File: config.mk
export PLATFORM = sky130hd
export DESIGN_NAME = fetch_unit_flat
export DESIGN_NICKNAME = d
export VERILOG_FILES = /design/src/rtl/fetch_unit_if.sv /design/src/rtl/fetch_unit.sv /design/src/flat_wrapper.sv
export SDC_FILE = /design/constraint.sdc
export NUM_CORES = 1
export LEC_CHECK = 0
export ABC_CLOCK_PERIOD_IN_PS = 22900
export BUFFER_PORTS_ARGS = -buffer_cell sky130_fd_sc_hd__buf_2
export CORE_MARGIN = 2
export CORE_UTILIZATION = 55
export DETAILED_ROUTE_END_ITERATION = 16
export PLACE_DENSITY_LB_ADDON = 0.1
export SLEW_MARGIN = 20
export SYNTH_ARGS = -nofsm -noshare
export SYNTH_HDL_FRONTEND = slang
export SYNTH_SLANG_ARGS = --single-unit
File: constraint.sdc
create_clock -name clk -period 22.9 [get_ports clk]
set_input_delay 4.58 -clock clk [delete_from_list [all_inputs] [get_ports clk]]
set_output_delay 4.58 -clock clk [all_outputs]
set_load 0.01 [all_outputs]
File: src/rtl/fetch_unit_if.sv
// fetch_unit_if
//   Bundles every non-clock signal of the fetch unit: the PC register link
//   (pc_value / new_pc), the instruction-memory request/ack bus, the redirect
//   input from execute, and the valid/ready output towards decode.
//   master : the fetch unit itself
//   slave  : the environment (PC register, instruction memory, decode, execute)
interface fetch_unit_if #(
    parameter int N = 32
);
    logic [N-1:0] pc_value;
    logic [N-1:0] new_pc;

    logic         imem_req;
    logic [N-1:0] imem_addr;
    logic         imem_ack;
    logic [31:0]  imem_rdata;

    logic         redirect_valid;
    logic [N-1:0] redirect_target;

    logic         instr_valid;
    logic         instr_ready;
    logic [31:0]  instr;
    logic [N-1:0] instr_pc;
    logic [N-1:0] instr_pc_plus4;

    modport master (
        input  pc_value, imem_ack, imem_rdata, redirect_valid, redirect_target, instr_ready,
        output new_pc, imem_req, imem_addr, instr_valid, instr, instr_pc, instr_pc_plus4
    );

    modport slave (
        output pc_value, imem_ack, imem_rdata, redirect_valid, redirect_target, instr_ready,
        input  new_pc, imem_req, imem_addr, instr_valid, instr, instr_pc, instr_pc_plus4
    );
endinterface

File: src/rtl/fetch_unit.sv
// fetch_unit
//   Single-outstanding instruction fetcher. Issues one memory request at a
//   time from the current PC, hands the returned word to decode through a
//   valid/ready output register backed by a one-entry skid register, and
//   tells the PC register what to load next (hold, advance by 4, or jump to
//   a redirect target). Responses to requests made on a path that has since
//   been redirected are dropped.
// Ports
//   clk    : clock, all state on its rising edge
//   reset  : asynchronous active-high reset
//   bus    : fetch_unit_if.master (PC link, imem bus, redirect, decode output)
module fetch_unit #(
    parameter int N = 32
) (
    input  logic         clk,
    input  logic         reset,
    fetch_unit_if.master bus
);

    typedef enum logic [1:0] {
        IDLE,
        WAIT,
        FULL
    } state_t;

    state_t       state_reg;
    logic         drop_reg;
    logic         imem_req_reg;
    logic [N-1:0] imem_addr_reg;
    logic         instr_valid_reg;
    logic [31:0]  instr_reg;
    logic [N-1:0] instr_pc_reg;
    logic [N-1:0] instr_pc_plus4_reg;
    logic [31:0]  skid_instr_reg;
    logic [N-1:0] skid_pc_reg;

    logic         slot_free;
    logic         fetch_accept;
    logic [N-1:0] addr_plus4;
    logic [N-1:0] skid_plus4;
    logic [N-1:0] new_pc_next;

    // The output register can take a new word if it is empty or being consumed.
    assign slot_free    = !instr_valid_reg || bus.instr_ready;
    // A response is kept (into output or skid) only on the live path.
    assign fetch_accept = (state_reg == WAIT) && bus.imem_ack && !drop_reg && !bus.redirect_valid;
    // Wraps modulo 2^N by construction.
    assign addr_plus4   = imem_addr_reg + N'(4);
    assign skid_plus4   = skid_pc_reg + N'(4);

    // The PC register loads new_pc every cycle, so "hold" means echoing pc_value.
    always_comb begin
        new_pc_next = bus.pc_value;
        if (reset) begin
            new_pc_next = bus.pc_value;
        end else if (bus.redirect_valid) begin
            new_pc_next = bus.redirect_target;
        end else if (fetch_accept) begin
            new_pc_next = addr_plus4;
        end
    end

    always_ff @(posedge clk or posedge reset) begin
        if (reset) begin
            state_reg          <= IDLE;
            drop_reg           <= 1'b0;
            imem_req_reg       <= 1'b0;
            imem_addr_reg      <= '0;
            instr_valid_reg    <= 1'b0;
            instr_reg          <= '0;
            instr_pc_reg       <= '0;
            instr_pc_plus4_reg <= '0;
            skid_instr_reg     <= '0;
            skid_pc_reg        <= '0;
        end else begin
            // Consumed words retire unless a new word loads on this same edge
            // (the load assignments below take priority).
            if (instr_valid_reg && bus.instr_ready) begin
                instr_valid_reg <= 1'b0;
            end
            // A redirect flushes whatever decode has not yet taken.
            if (bus.redirect_valid) begin
                instr_valid_reg <= 1'b0;
            end

            case (state_reg)
                IDLE: begin
                    if (slot_free && !bus.redirect_valid) begin
                        state_reg     <= WAIT;
                        imem_req_reg  <= 1'b1;
                        imem_addr_reg <= bus.pc_value;
                    end else begin
                        imem_req_reg  <= 1'b0;
                    end
                end

                WAIT: begin
                    if (bus.imem_ack) begin
                        imem_req_reg <= 1'b0;
                        state_reg    <= IDLE;
                        if (drop_reg) begin
                            drop_reg <= 1'b0;
                        end else if (bus.redirect_valid) begin
                            // Wrong-path word arriving with the redirect: discard.
                            drop_reg <= 1'b0;
                        end else if (slot_free) begin
                            instr_valid_reg    <= 1'b1;
                            instr_reg          <= bus.imem_rdata;
                            instr_pc_reg       <= imem_addr_reg;
                            instr_pc_plus4_reg <= addr_plus4;
                        end else begin
                            skid_instr_reg <= bus.imem_rdata;
                            skid_pc_reg    <= imem_addr_reg;
                            state_reg      <= FULL;
                        end
                    end else if (bus.redirect_valid) begin
                        // Request is still in flight; remember to throw its data away.
                        drop_reg <= 1'b1;
                    end
                end

                FULL: begin
                    if (bus.redirect_valid) begin
                        state_reg      <= IDLE;
                        skid_instr_reg <= '0;
                        skid_pc_reg    <= '0;
                    end else if (slot_free) begin
                        instr_valid_reg    <= 1'b1;
                        instr_reg          <= skid_instr_reg;
                        instr_pc_reg       <= skid_pc_reg;
                        instr_pc_plus4_reg <= skid_plus4;
                        state_reg          <= IDLE;
                    end
                end

                default: begin
                    state_reg <= IDLE;
                end
            endcase
        end
    end

    assign bus.new_pc         = new_pc_next;
    assign bus.imem_req       = imem_req_reg;
    assign bus.imem_addr      = imem_addr_reg;
    assign bus.instr_valid    = instr_valid_reg;
    assign bus.instr          = instr_reg;
    assign bus.instr_pc       = instr_pc_reg;
    assign bus.instr_pc_plus4 = instr_pc_plus4_reg;

endmodule

File: src/flat_wrapper.sv
// flat-port wrapper written by rule: the top's interface ports become plain ports
module fetch_unit_flat 
#(
    parameter int N = 32
)
  (clk, reset, bus_pc_value, bus_imem_ack, bus_imem_rdata, bus_redirect_valid, bus_redirect_target, bus_instr_ready, bus_new_pc, bus_imem_req, bus_imem_addr, bus_instr_valid, bus_instr, bus_instr_pc, bus_instr_pc_plus4);
  fetch_unit_if #(.N(N)) bus_i ();
  input  logic clk;
  input  logic reset;
  input wire logic [$bits(bus_i.pc_value)-1:0] bus_pc_value;
  input wire logic [$bits(bus_i.imem_ack)-1:0] bus_imem_ack;
  input wire logic [$bits(bus_i.imem_rdata)-1:0] bus_imem_rdata;
  input wire logic [$bits(bus_i.redirect_valid)-1:0] bus_redirect_valid;
  input wire logic [$bits(bus_i.redirect_target)-1:0] bus_redirect_target;
  input wire logic [$bits(bus_i.instr_ready)-1:0] bus_instr_ready;
  output wire logic [$bits(bus_i.new_pc)-1:0] bus_new_pc;
  output wire logic [$bits(bus_i.imem_req)-1:0] bus_imem_req;
  output wire logic [$bits(bus_i.imem_addr)-1:0] bus_imem_addr;
  output wire logic [$bits(bus_i.instr_valid)-1:0] bus_instr_valid;
  output wire logic [$bits(bus_i.instr)-1:0] bus_instr;
  output wire logic [$bits(bus_i.instr_pc)-1:0] bus_instr_pc;
  output wire logic [$bits(bus_i.instr_pc_plus4)-1:0] bus_instr_pc_plus4;
  assign bus_i.pc_value = bus_pc_value;
  assign bus_i.imem_ack = bus_imem_ack;
  assign bus_i.imem_rdata = bus_imem_rdata;
  assign bus_i.redirect_valid = bus_redirect_valid;
  assign bus_i.redirect_target = bus_redirect_target;
  assign bus_i.instr_ready = bus_instr_ready;
  assign bus_new_pc = bus_i.new_pc;
  assign bus_imem_req = bus_i.imem_req;
  assign bus_imem_addr = bus_i.imem_addr;
  assign bus_instr_valid = bus_i.instr_valid;
  assign bus_instr = bus_i.instr;
  assign bus_instr_pc = bus_i.instr_pc;
  assign bus_instr_pc_plus4 = bus_i.instr_pc_plus4;
  fetch_unit #(.N(N)) u_core (.clk(clk), .reset(reset), .bus(bus_i));
endmodule
======== Word level (Yosys, flattened, before mapping) ========
Cells that the tools add are included.
word-level totals
  register bits ........................... 197
  input port bits ......................... 101
  output and inout port bits .............. 162
  word-level logic and storage cells ...... 98
operators by class
  add/subtract/negate cells ............... 2
  equal/unequal tests ..................... 12
  multiplexer cells ....................... 55
  reductions and logical operators ........ 19
operator list
  kind                   count
  $mux 32                30
  $pmux 32 s2            5
  $add 32x3->32 const B  2
  $mux 2                 7
  $ne 2x2->1 const B     6
  $mux 1                 10
  $reduce_and 7->1       1
  $ne 2x1->1 const B     3
  $pmux 2 s3             1
  $reduce_and 2->1       3
  $reduce_and 6->1       1
  $reduce_bool 2->1      3
  $logic_and 1x1->1      5
  $pmux 1 s2             2
  $logic_not 1->1        3
  $ne 3x2->1 const B     1
  $reduce_and 3->1       1
  $eq 2x1->1 const B     1
  $eq 2x2->1 const B     1
  $logic_not 2->1        1
  $logic_or 1x1->1       1

======== Logic depth before layout (Yosys ltp) ========
Gate-level depths: netlist of run 1.
  word-level depth ........................ 8
  mapped depth ............................ 10
  depth with buffers taken out ............ 7

======== Least setup slack after synthesis of run 1 ========
OpenSTA, ideal clock, no wires.
  kind .................................... input to output
  from .................................... in reset
  to ...................................... out bus_new_pc[11]
  arrival time ............................ 11,662 ps
  data required time ...................... 18,320 ps
  slack ................................... 6,658 ps
  stages on the path ...................... 5
  buffers on the path ..................... 2
  cell sequence ........................... clkbuf_1 > inv_1 > clkbuf_1 > o22ai_1 > a21oi_1
on the way
  longest elaborated chain between the ends .. 1
ends and longest elaborated chain
  item                line                RTL
  start: declaration  flat_wrapper.sv:9   input logic reset;
  $mux 32             fetch_unit.sv:54    if (reset) begin
  end: declaration    flat_wrapper.sv:16  output wire logic [$bits(bus_i.new_pc)-1:0] bus_new_pc;
No other way between the ends.

======== Worst setup path in the final report of run 1 ========
  from .................................... in bus_redirect_valid
  to ...................................... out bus_new_pc[12]
on the way
  longest elaborated chain between the ends .. 5
ends and longest elaborated chain
  item                line                RTL
  start: declaration  flat_wrapper.sv:13  input wire logic [$bits(bus_i.redirect_valid)-1:0] bus_redirect_valid;
  $logic_not 1->1     fetch_unit.sv:46    assign fetch_accept = (state_reg == WAIT) && bus.imem_ack && !drop_reg && !bus.redirect_valid;
  $logic_and 1x1->1   fetch_unit.sv:46
  $mux 32             fetch_unit.sv:58    end else if (fetch_accept) begin
  $mux 32 *           fetch_unit.sv:56    end else if (bus.redirect_valid) begin
  $mux 32 *           fetch_unit.sv:54
Every way passes the cells marked *; elsewhere a longest branch is shown, timed or not.

==> Implementation_results.wiki, run 1 <==
{| class="wikitable"
! Metric !! Value
|-
| Result of the run || finished clean
|-
| Final count of pins violating max slew || 0
|-
| Net count of the finished layout || about 1400
|-
| Min-delay worst type || flop to flop
|-
| Area growth, synth to finish || 20.0%
|-
| Post-synth ARST share || 1.00
|-
| Clock root buffer master || clkbuf_16
|-
| Sinks on the clock net || a little under 200
|-
| Overall die width || 138 um
|-
| Fin util || 0.679
|-
| Count of different cell masters after synthesis || 63
|-
| WL/cell || 18.0 um
|-
| Seq/Total Area, Yosys || 0.496
|-
| Starting Density || 0.565
|-
| R2R setup slack || 19.50 ns
|-
| Switching share of power || 0.396
|-
| Vias in the first global route || between 7000 and 8000
|-
| Internal power of the cells || around 870 uW
|-
| Worst path required time || 18.32 ns
|-
| Met1 Use GR || 0.411
|-
| Average cell area after synthesis || 9.23 um2
|-
| Crit path DAT || about 6.9 ns
|-
| Finished Cell Area || 11800 um2
|-
| Worst supply voltage drop on vdd || roughly 0.000067 V
|-
| Mapped Cells || between 1000 and 1500
|-
| Post-CTS setup buffer count || 0
|-
| Antenna violations before repair || 1
|-
| Startpoint of the lowest-slack register-to-register path || u_core.state_reg[0]
|-
| GRT Total Usage || 0.294
|-
| Predominant post-synthesis flop cell || dfrtp_1
|-
| Critical Path Start Type || primary input
|-
| Global routing's busiest layer || met2
|-
| Clock Power Share || 0.215
|-
| Met3 Resource Use GR || 0.0648
|-
| Transition time at the pin with the least slew margin || ~1.1 ns
|-
| Synthesized area || 9850 um2
|-
| Dpl hpwl || 19200 um
|-
| Final clock period utilization by the worst path || 0.501
|-
| Number of warnings printed during yosys synthesis || 0
|-
| Reg-to-reg endpoint || u_core.bus.instr_pc[9]
|-
| Max-slew headroom at the worst pin || 0.278
|-
| Reg clk slew, reported paths || approximately 0.07 ns
|-
| # Max-Cap Violations || 0
|-
| P per Cell Area || 122 nW/um2
|-
| Count of endpoints failing setup in the final report || 0
|-
| Wirelength, routed || ~27000 um
|-
| Routability-driven placement congestion ratio || 0.872
|-
| Total number of vias || 8729
|-
| Last element of the critical path || bus_new_pc[12]
|-
| Aggregate global routing overflow || 0
|-
| Maximum frequency from static timing analysis || between 0.08 and 0.09 GHz
|-
| Filler Cell Count || 1457
|-
| Total count of hold-check failures in the final report || 0
|-
| Largest net degree at the start of global routing || 109
|-
| CTS tree || done
|-
| Area of the core || between 15000 and 20000 um2
|-
| First-pass GRT wire length || 42800 um
|-
| Router iterations before antenna repair || 7
|-
| Post-synthesis net count || about 1200
|-
| CP Capture Type || primary output
|-
| Net switching power || 571 uW
|-
| Initial DRC Count || slightly above 700
|-
| Commonest cells in the synthesized netlist || dfrtp_1, nand2_1, o21ai_0
|-
| Buffer levels on the longest clock path || 2
|-
| Startpoint of the worst setup timing path || bus_redirect_valid
|-
| Share of total power in sequential cells || 0.431
|-
| Leakage Power || 0.00515 uW
|-
| Post-route minimum period || 11.47 ns
|-
| Number of enable flip-flop cells after synthesis || 0
|-
| Area of the die || 19000 um2
|-
| Critical Setup Path Class || primary input to primary output
|-
| Multi-input gate area || 4610 um2
|-
| Row count || 48
|-
| Number of buffers added to fix hold violations after cts || 0
|-
| Sequential Area || 4880 um2
|-
| Worst Clk Skew || 0.00976 ns
|-
| Share of post-route cells with drive strength above 1 || 0.279
|-
| IO Count || about 260
|-
| Total Neg Setup Slack || 0 ns
|-
| Via-to-Cell Ratio || 5.75
|-
| Proportion of power drawn by combinational gates || 0.355
|-
| Post-synthesis register bit count || between 150 and 200
|-
| RSZ-0062 raised after global routing || false
|-
| IO Port Bufs || around 260
|-
| Post_cts resized || 0
|-
| Later-pin clock latency in the skew report || 0.44 ns
|-
| Max Fanout on Critical Path || 20
|-
| Post-synth top area share || 0.496
|-
| Total cell area at the placement stage || 11200 um2
|-
| Met2 layer usage reported by global route || 0.468
|-
| Cell taking the most area after synthesis || dfrtp_1
|-
| CTS H-Tree Depth || 4
|-
| Remaining routing DRC violations || 0
|-
| Post-DRT Antenna Nets || 0
|-
| Depth of the most critical reg-to-reg path || 7
|-
| Die Span Y || 138 um
|-
| Most frequently used cell type in the post-synthesis netlist || dfrtp_1
|-
| Clock buffers created by TritonCTS || 17
|-
| Ranking of synthesized cells by area || dfrtp_1, nand2_1, o21ai_0
|}
area by class of cell:
class | count | share of cell area
sequential | 195 | 0.413
multi-input combinational | 782 | 0.390
timing repair buffer | 272 | 0.117
clock buffer | 18 | 0.0372
tap | 225 | 0.0238
clock inverter | 14 | 0.0140
inverter | 12 | 0.00445
antenna | 1 | 0.000212
cell usage in the layout, fill, tap and decap left out, drive strengths merged, types with 9 or more instances in the layout:
cell type and instances:
buf 272, dfrtp 195, nand2 182, o21ai 97, nor2 84, a31oi 65, nand2b 65, mux2 34
a21oi 32, o22ai 31, xnor2 26, nand3 26, xor2 20, inv 19, clkbuf 18, nand4 16
nor4 16, nor3 11, o221ai 9
power by group through the flow:
stage / sequential (uW) / clock (uW) / combinational (uW)
detailed placement: 624 / 0 / 512
global route: 641 / 327 / 569
floorplan: 638 / 0 / 268
CTS: 619 / 313 / 515
finish: 621 / 309 / 511
global placement: 620 / 0 / 502
worst max-delay path, stage by stage:
cell and delay, ns:
buf_2 0.22, clkinv_1 0.62, nand2_1 0.64, nor2_1 0.08, buf_4 0.23, a221o_1 0.37, buf_2 0.14
metal layers:
layer  wire length (um)  share of wire
met3               2030          0.074
met5                  0              0
met2              13000           0.47
met1              12000           0.44
met4                359          0.013
worst min path at each step:
stage                                        startpoint                            end  slack, ns  cells past startpoint
final                      u_core.bus.instr_pc_plus4[2]   u_core.bus.instr_pc_plus4[2]       0.48                      1
after global routing       u_core.bus.instr_pc_plus4[2]   u_core.bus.instr_pc_plus4[2]       0.49                      1
after CTS                  u_core.bus.instr_pc_plus4[2]   u_core.bus.instr_pc_plus4[2]       0.48                      1
after detailed placement   u_core.bus.instr_pc_plus4[2]   u_core.bus.instr_pc_plus4[2]       0.47                      1
after global placement    u_core.bus.instr_pc_plus4[14]  u_core.bus.instr_pc_plus4[14]       0.46                      2
after floorplan                u_core.skid_instr_reg[0]       u_core.skid_instr_reg[0]       0.45                      2
metrics by stage:
stage | hold slack [ns] | total power (uW) | instances | setup slack (ns)
6_report | 0.477 | 1440 | 1519 | 11.43
5_1_grt | 0.494 | 1540 | 1519 | 11.31
4_1_cts | 0.481 | 1450 | 1518 | 11.47
3_5_place_dp | 0.465 | 1140 | 1486 | 11.43
3_3_place_gp | 0.458 | 1120 | 1486 | 11.47
2_1_floorplan | 0.450 | 906 | 1067 | 6.66
cells by family after synthesis:
kind of cell | synth area share
fa+ha+maj | 0.00635
compound gates | 0.158
flops | 0.496
buf+inv | 0.0403
mux | 0.0460
xor+xnor | 0.0409
simple gates | 0.213
Power figures use the tool's default switching activity.
==> run 2, diff against run 1 <==
--- a/config.mk
+++ b/config.mk
@@ -5,10 +5,11 @@
 export SDC_FILE = /design/constraint.sdc
 export NUM_CORES = 1
 export LEC_CHECK = 0
-export ABC_CLOCK_PERIOD_IN_PS = 22900
+export ABC_AREA = 1
+export ABC_CLOCK_PERIOD_IN_PS = 9250
 export BUFFER_PORTS_ARGS = -buffer_cell sky130_fd_sc_hd__buf_2
 export CORE_MARGIN = 2
-export CORE_UTILIZATION = 55
+export CORE_UTILIZATION = 49
 export DETAILED_ROUTE_END_ITERATION = 16
 export PLACE_DENSITY_LB_ADDON = 0.1
 export SLEW_MARGIN = 20
==> constraint.sdc (replaced) <==
create_clock -name clk -period 9.25 [get_ports clk]
set_input_delay 1.85 -clock clk [delete_from_list [all_inputs] [get_ports clk]]
set_output_delay 1.85 -clock clk [all_outputs]
set_load 0.01 [all_outputs]
==> run 2 against run 1 <==
Final area is 7.7% higher. Worst setup slack worse by 8.1 ns. Sequential share of layout area is 3.0 points lower. Worst hold slack worse by 0.0019 ns. Clock power grew to 2.6 times the previous value. Critical endpoint is now bus_new_pc[23]. Largest cell class is now multi-input combinational cells.
==> Implementation_results.wiki, run 2 <==
{| class="wikitable"
! Metric !! Value
|-
| Total number of vias || 10700 (was 8729)
|-
| Count of different cell masters after synthesis || 36 (was 63)
|-
| Post-DRT Antenna Nets || 0 (unchanged)
|-
| Seq/Total Area, Yosys || 0.455 (was 0.496)
|-
| Max Fanout on Critical Path || 98 (was 20)
|-
| Post-route minimum period || ~5.9 ns
|-
| Total Neg Setup Slack || 0 ns (unchanged)
|-
| Number of buffers added to fix hold violations after cts || 0 (unchanged)
|-
| Commonest non-fill, non-tap cell in the layout || nand2_1 (was buf_2)
|-
| Starting Density || 0.496 (was 0.565)
|-
| Synthesized area || 10700 um2 (was 9850 um2)
|-
| Ranking of synthesized cells by area || dfrtp_1, nand2_1, nor2_1 (was dfrtp_1, nand2_1, o21ai_0)
|-
| Via-to-Cell Ratio || 5.34 (was 5.75)
|-
| Dpl hpwl || 25100 um (was 19200 um)
|-
| Number of warnings printed during yosys synthesis || 0 (unchanged)
|-
| Startpoint of the lowest-slack register-to-register path || u_core.state_reg[1] (was u_core.state_reg[0])
|-
| Reg clk slew, reported paths || 0.07 ns (about the same)
|-
| Final worst-path setup slack || 3.37 ns (was 11.43 ns)
|-
| Post_cts resized || 0 (unchanged)
|-
| Die Span Y || 152 um (was 138 um)
|-
| Count of endpoints failing setup in the final report || 0 (unchanged)
|-
| Share of post-route cells with drive strength above 1 || 0.194 (was 0.279)
|-
| Average cell area after synthesis || 7.14 um2 (was 9.23 um2)
|-
| Min-delay src || u_core.bus.instr_pc_plus4[27] (was u_core.bus.instr_pc_plus4[2])
|-
| Worst path max stage delay || 0.69 ns (was 0.64 ns)
|-
| CTS tree || done (unchanged)
|-
| Antenna violations before repair || 0 (was 1)
|-
| Leakage Power || 0.00632 uW (was 0.00515 uW)
|-
| Post-synth top area share || 0.455 (was 0.496)
|-
| Area of the core || 21600 um2 (was 17400 um2)
|-
| IO Port Bufs || 262 (unchanged)
|-
| Count of inserted antenna diode cells || 0 (was 1)
|-
| First-pass GRT wire length || 54100 um (was 42800 um)
|-
| Fin util || 0.589 (was 0.679)
|-
| Final clock period utilization by the worst path || 0.636
|-
| Area of the die || 23100 um2 (was 19000 um2)
|-
| Filler Cell Count || 2162 (was 1457)
|-
| Net count of the finished layout || 1816 (was 1386)
|-
| Most frequently used cell type in the post-synthesis netlist || nand2_1 (was dfrtp_1)
|-
| Largest net degree at the start of global routing || 129 (was 109)
|-
| Post-CTS setup buffer count || 0 (unchanged)
|-
| Max-slew headroom at the worst pin || 0.309 (was 0.278)
|-
| CP Capture Type || primary output (unchanged)
|-
| Total count of hold-check failures in the final report || 0 (unchanged)
|-
| Startpoint of the worst setup timing path || reset (was bus_redirect_valid)
|-
| Worst path required time || 7.40 ns (was 18.32 ns)
|-
| Vias in the first global route || 9648 (was 7990)
|-
| Result of the run || finished clean (unchanged)
|-
| Post-synth ARST share || 1.00 (unchanged)
|-
| Clock root buffer master || clkbuf_16 (unchanged)
|-
| Pre-CTS setup slack || 2.71 ns (was 11.43 ns)
|-
| Min-delay worst type || flop to flop (unchanged)
|-
| Routability-driven placement congestion ratio || 0.900 (was 0.872)
|-
| Cell taking the most area after synthesis || dfrtp_1 (unchanged)
|-
| Later-pin clock latency in the skew report || 0.46 ns (was 0.44 ns)
|-
| Commonest cells in the synthesized netlist || nand2_1, nor2_1, dfrtp_1 (was dfrtp_1, nand2_1, o21ai_0)
|-
| Predominant post-synthesis flop cell || dfrtp_1 (unchanged)
|-
| Worst supply voltage drop on vdd || 0.000144 V (was 0.0000673 V)
|-
| Combined buffer and inverter count along the critical path || 5 (was 4)
|-
| Clock buffers created by TritonCTS || 17 (unchanged)
|-
| Remaining routing DRC violations || 0 (unchanged)
|-
| IO Count || 263 (unchanged)
|-
| Post-synthesis register bit count || 195 (unchanged)
|-
| RSZ-0062 raised after global routing || false (unchanged)
|-
| Buffer levels on the longest clock path || 2 (unchanged)
|-
| # Max-Cap Violations || 0 (unchanged)
|-
| Critical Setup Path Class || primary input to primary output (unchanged)
|-
| Initial DRC Count || 956 (was 719)
|-
| Area growth, synth to finish || 18.7% (was 20.0%)
|-
| P per Cell Area || 338 nW/um2 (was 122 nW/um2)
|-
| CTS H-Tree Depth || 4 (unchanged)
|-
| Critical path's top delay family || buffers and inverters (unchanged)
|-
| Final count of pins violating max slew || 0 (unchanged)
|-
| Critical Path Start Type || primary input (unchanged)
|-
| Wirelength, routed || 34300 um (was 27400 um)
|-
| Sequential Area || 4880 um2 (unchanged)
|-
| Overall die width || 152 um (was 138 um)
|-
| Row count || 54 (was 48)
|-
| GRT Total Usage || 0.296 (was 0.294)
|-
| Multi-input gate area || 5140 um2 (was 4610 um2)
|-
| Sinks on the clock net || 195 (unchanged)
|-
| Worst Clk Skew || 0.0176 ns (was 0.00976 ns)
|-
| Aggregate global routing overflow || 0 (unchanged)
|-
| Cell at the slowest stage of the critical path || buf_4 (was nand2_1)
|-
| Crit path DAT || 4.03 ns (was 6.89 ns)
|-
| Worst-path cell chain || buf_2 > inv_8 > buf_4 > o221ai_1 > inv_1 > nand2_1 > nand2_1 > buf_2 (was buf_2 > clkinv_1 > nand2_1 > nor2_1 > buf_4 > a221o_1 > buf_2)
|-
| Transition time at the pin with the least slew margin || 1.04 ns (was 1.07 ns)
|-
| Post-synthesis net count || 1607 (was 1173)
|-
| Mapped Cells || 1501 (was 1067)
|-
| Router iterations before antenna repair || 5 (was 7)
|-
| Maximum frequency from static timing analysis || about 0.17 GHz
|-
| Commonest cells after routing, fill and taps aside || nand2_1, buf_2, nor2_1 (was buf_2, dfrtp_1, nand2_1)
|-
| WL/cell || 17.1 um (was 18.0 um)
|-
| Number of enable flip-flop cells after synthesis || 0 (unchanged)
|}
run 2: cell count changes after synthesis, sizes merged, moves of 10 or more:
cell / change
buf: +14
clkbuf: -10
inv: +65
mux2: -25
nand2: +408
nand2b: -65
nand3: +26
nand4: -10
nor2: +126
nor3: -10
nor4: -16
o21ai: +15
o22ai: -25
xnor2: -22
run 2: metrics by stage:
| stage | total power, uW | std cells | hold slack, ns | instance area, um2 |
|---|---|---|---|---|
| 2_1_floorplan | 2760 | 1501 | 0.453 | 10700 |
| 3_3_place_gp | 3440 | 1970 | 0.458 | 12100 |
| 3_5_place_dp | 3480 | 1970 | 0.460 | 12100 |
| 4_1_cts | 4300 | 2002 | 0.480 | 12700 |
| 5_1_grt | 4630 | 2003 | 0.497 | 12700 |
| 6_report | 4300 | 2003 | 0.475 | 12700 |
run 2: final timing paths:
check	endpoint	slack (ns)	depth (start not counted)
max	bus_new_pc[23]	3.37	8
min	u_core.bus.instr_pc_plus4[27]	0.47	2
max reg2reg	u_core.bus.instr_pc_plus4[11]	5.91	10
min reg2reg	u_core.bus.instr_pc_plus4[27]	0.47	2
max in group asynchronous	u_core.bus.instr_pc_plus4[5]	6.22	3
min in group asynchronous	u_core.bus.imem_addr[8]	1.81	2
run 2: kinds of logic (layout without fill, tap and decap cells):
kind of cell,Yosys count,after routing,synth area share
AO/OA/AOI/OAI,240,240,0.125
XOR/XNOR,19,19,0.0155
adder cells (fa/ha/maj),5,5,0.00584
buffers and inverters,159,381,0.0669
flip-flops,195,195,0.455
multiplexers,9,9,0.00945
AND/OR/NAND/NOR,874,874,0.323
run 2: where the power goes:
| group | switching (uW) | internal (uW) |
|---|---|---|
| combinational | 1160 | 641 |
| sequential | 422 | 1260 |
| clock | 409 | 405 |
| total | 1990 | 2310 |
run 2: worst min-delay path, cell delays in order, from the launching register on:
cell	delay, ns
dfrtp_1	0.34
nand2_1	0.05
nand2_1	0.05
run 2: final cells by class:
| type | count | share of cell area |
|---|---|---|
| Clock buffer | 17 | 0.0334 |
| Multi-Input combinational cell | 1147 | 0.404 |
| Inverter | 77 | 0.0239 |
| Timing Repair Buffer | 272 | 0.110 |
| Sequential cell | 195 | 0.383 |
| Clock inverter | 15 | 0.0183 |
| Tap cell | 280 | 0.0275 |
run 2: routing by layer:
metal,vias to the layer above,track usage,share of wire
li1,5252,-,-
met1,4952,0.443,0.46
met2,457,0.432,0.43
met3,44,0.0573,0.081
met4,0,0.0961,0.024
met5,-,0,0
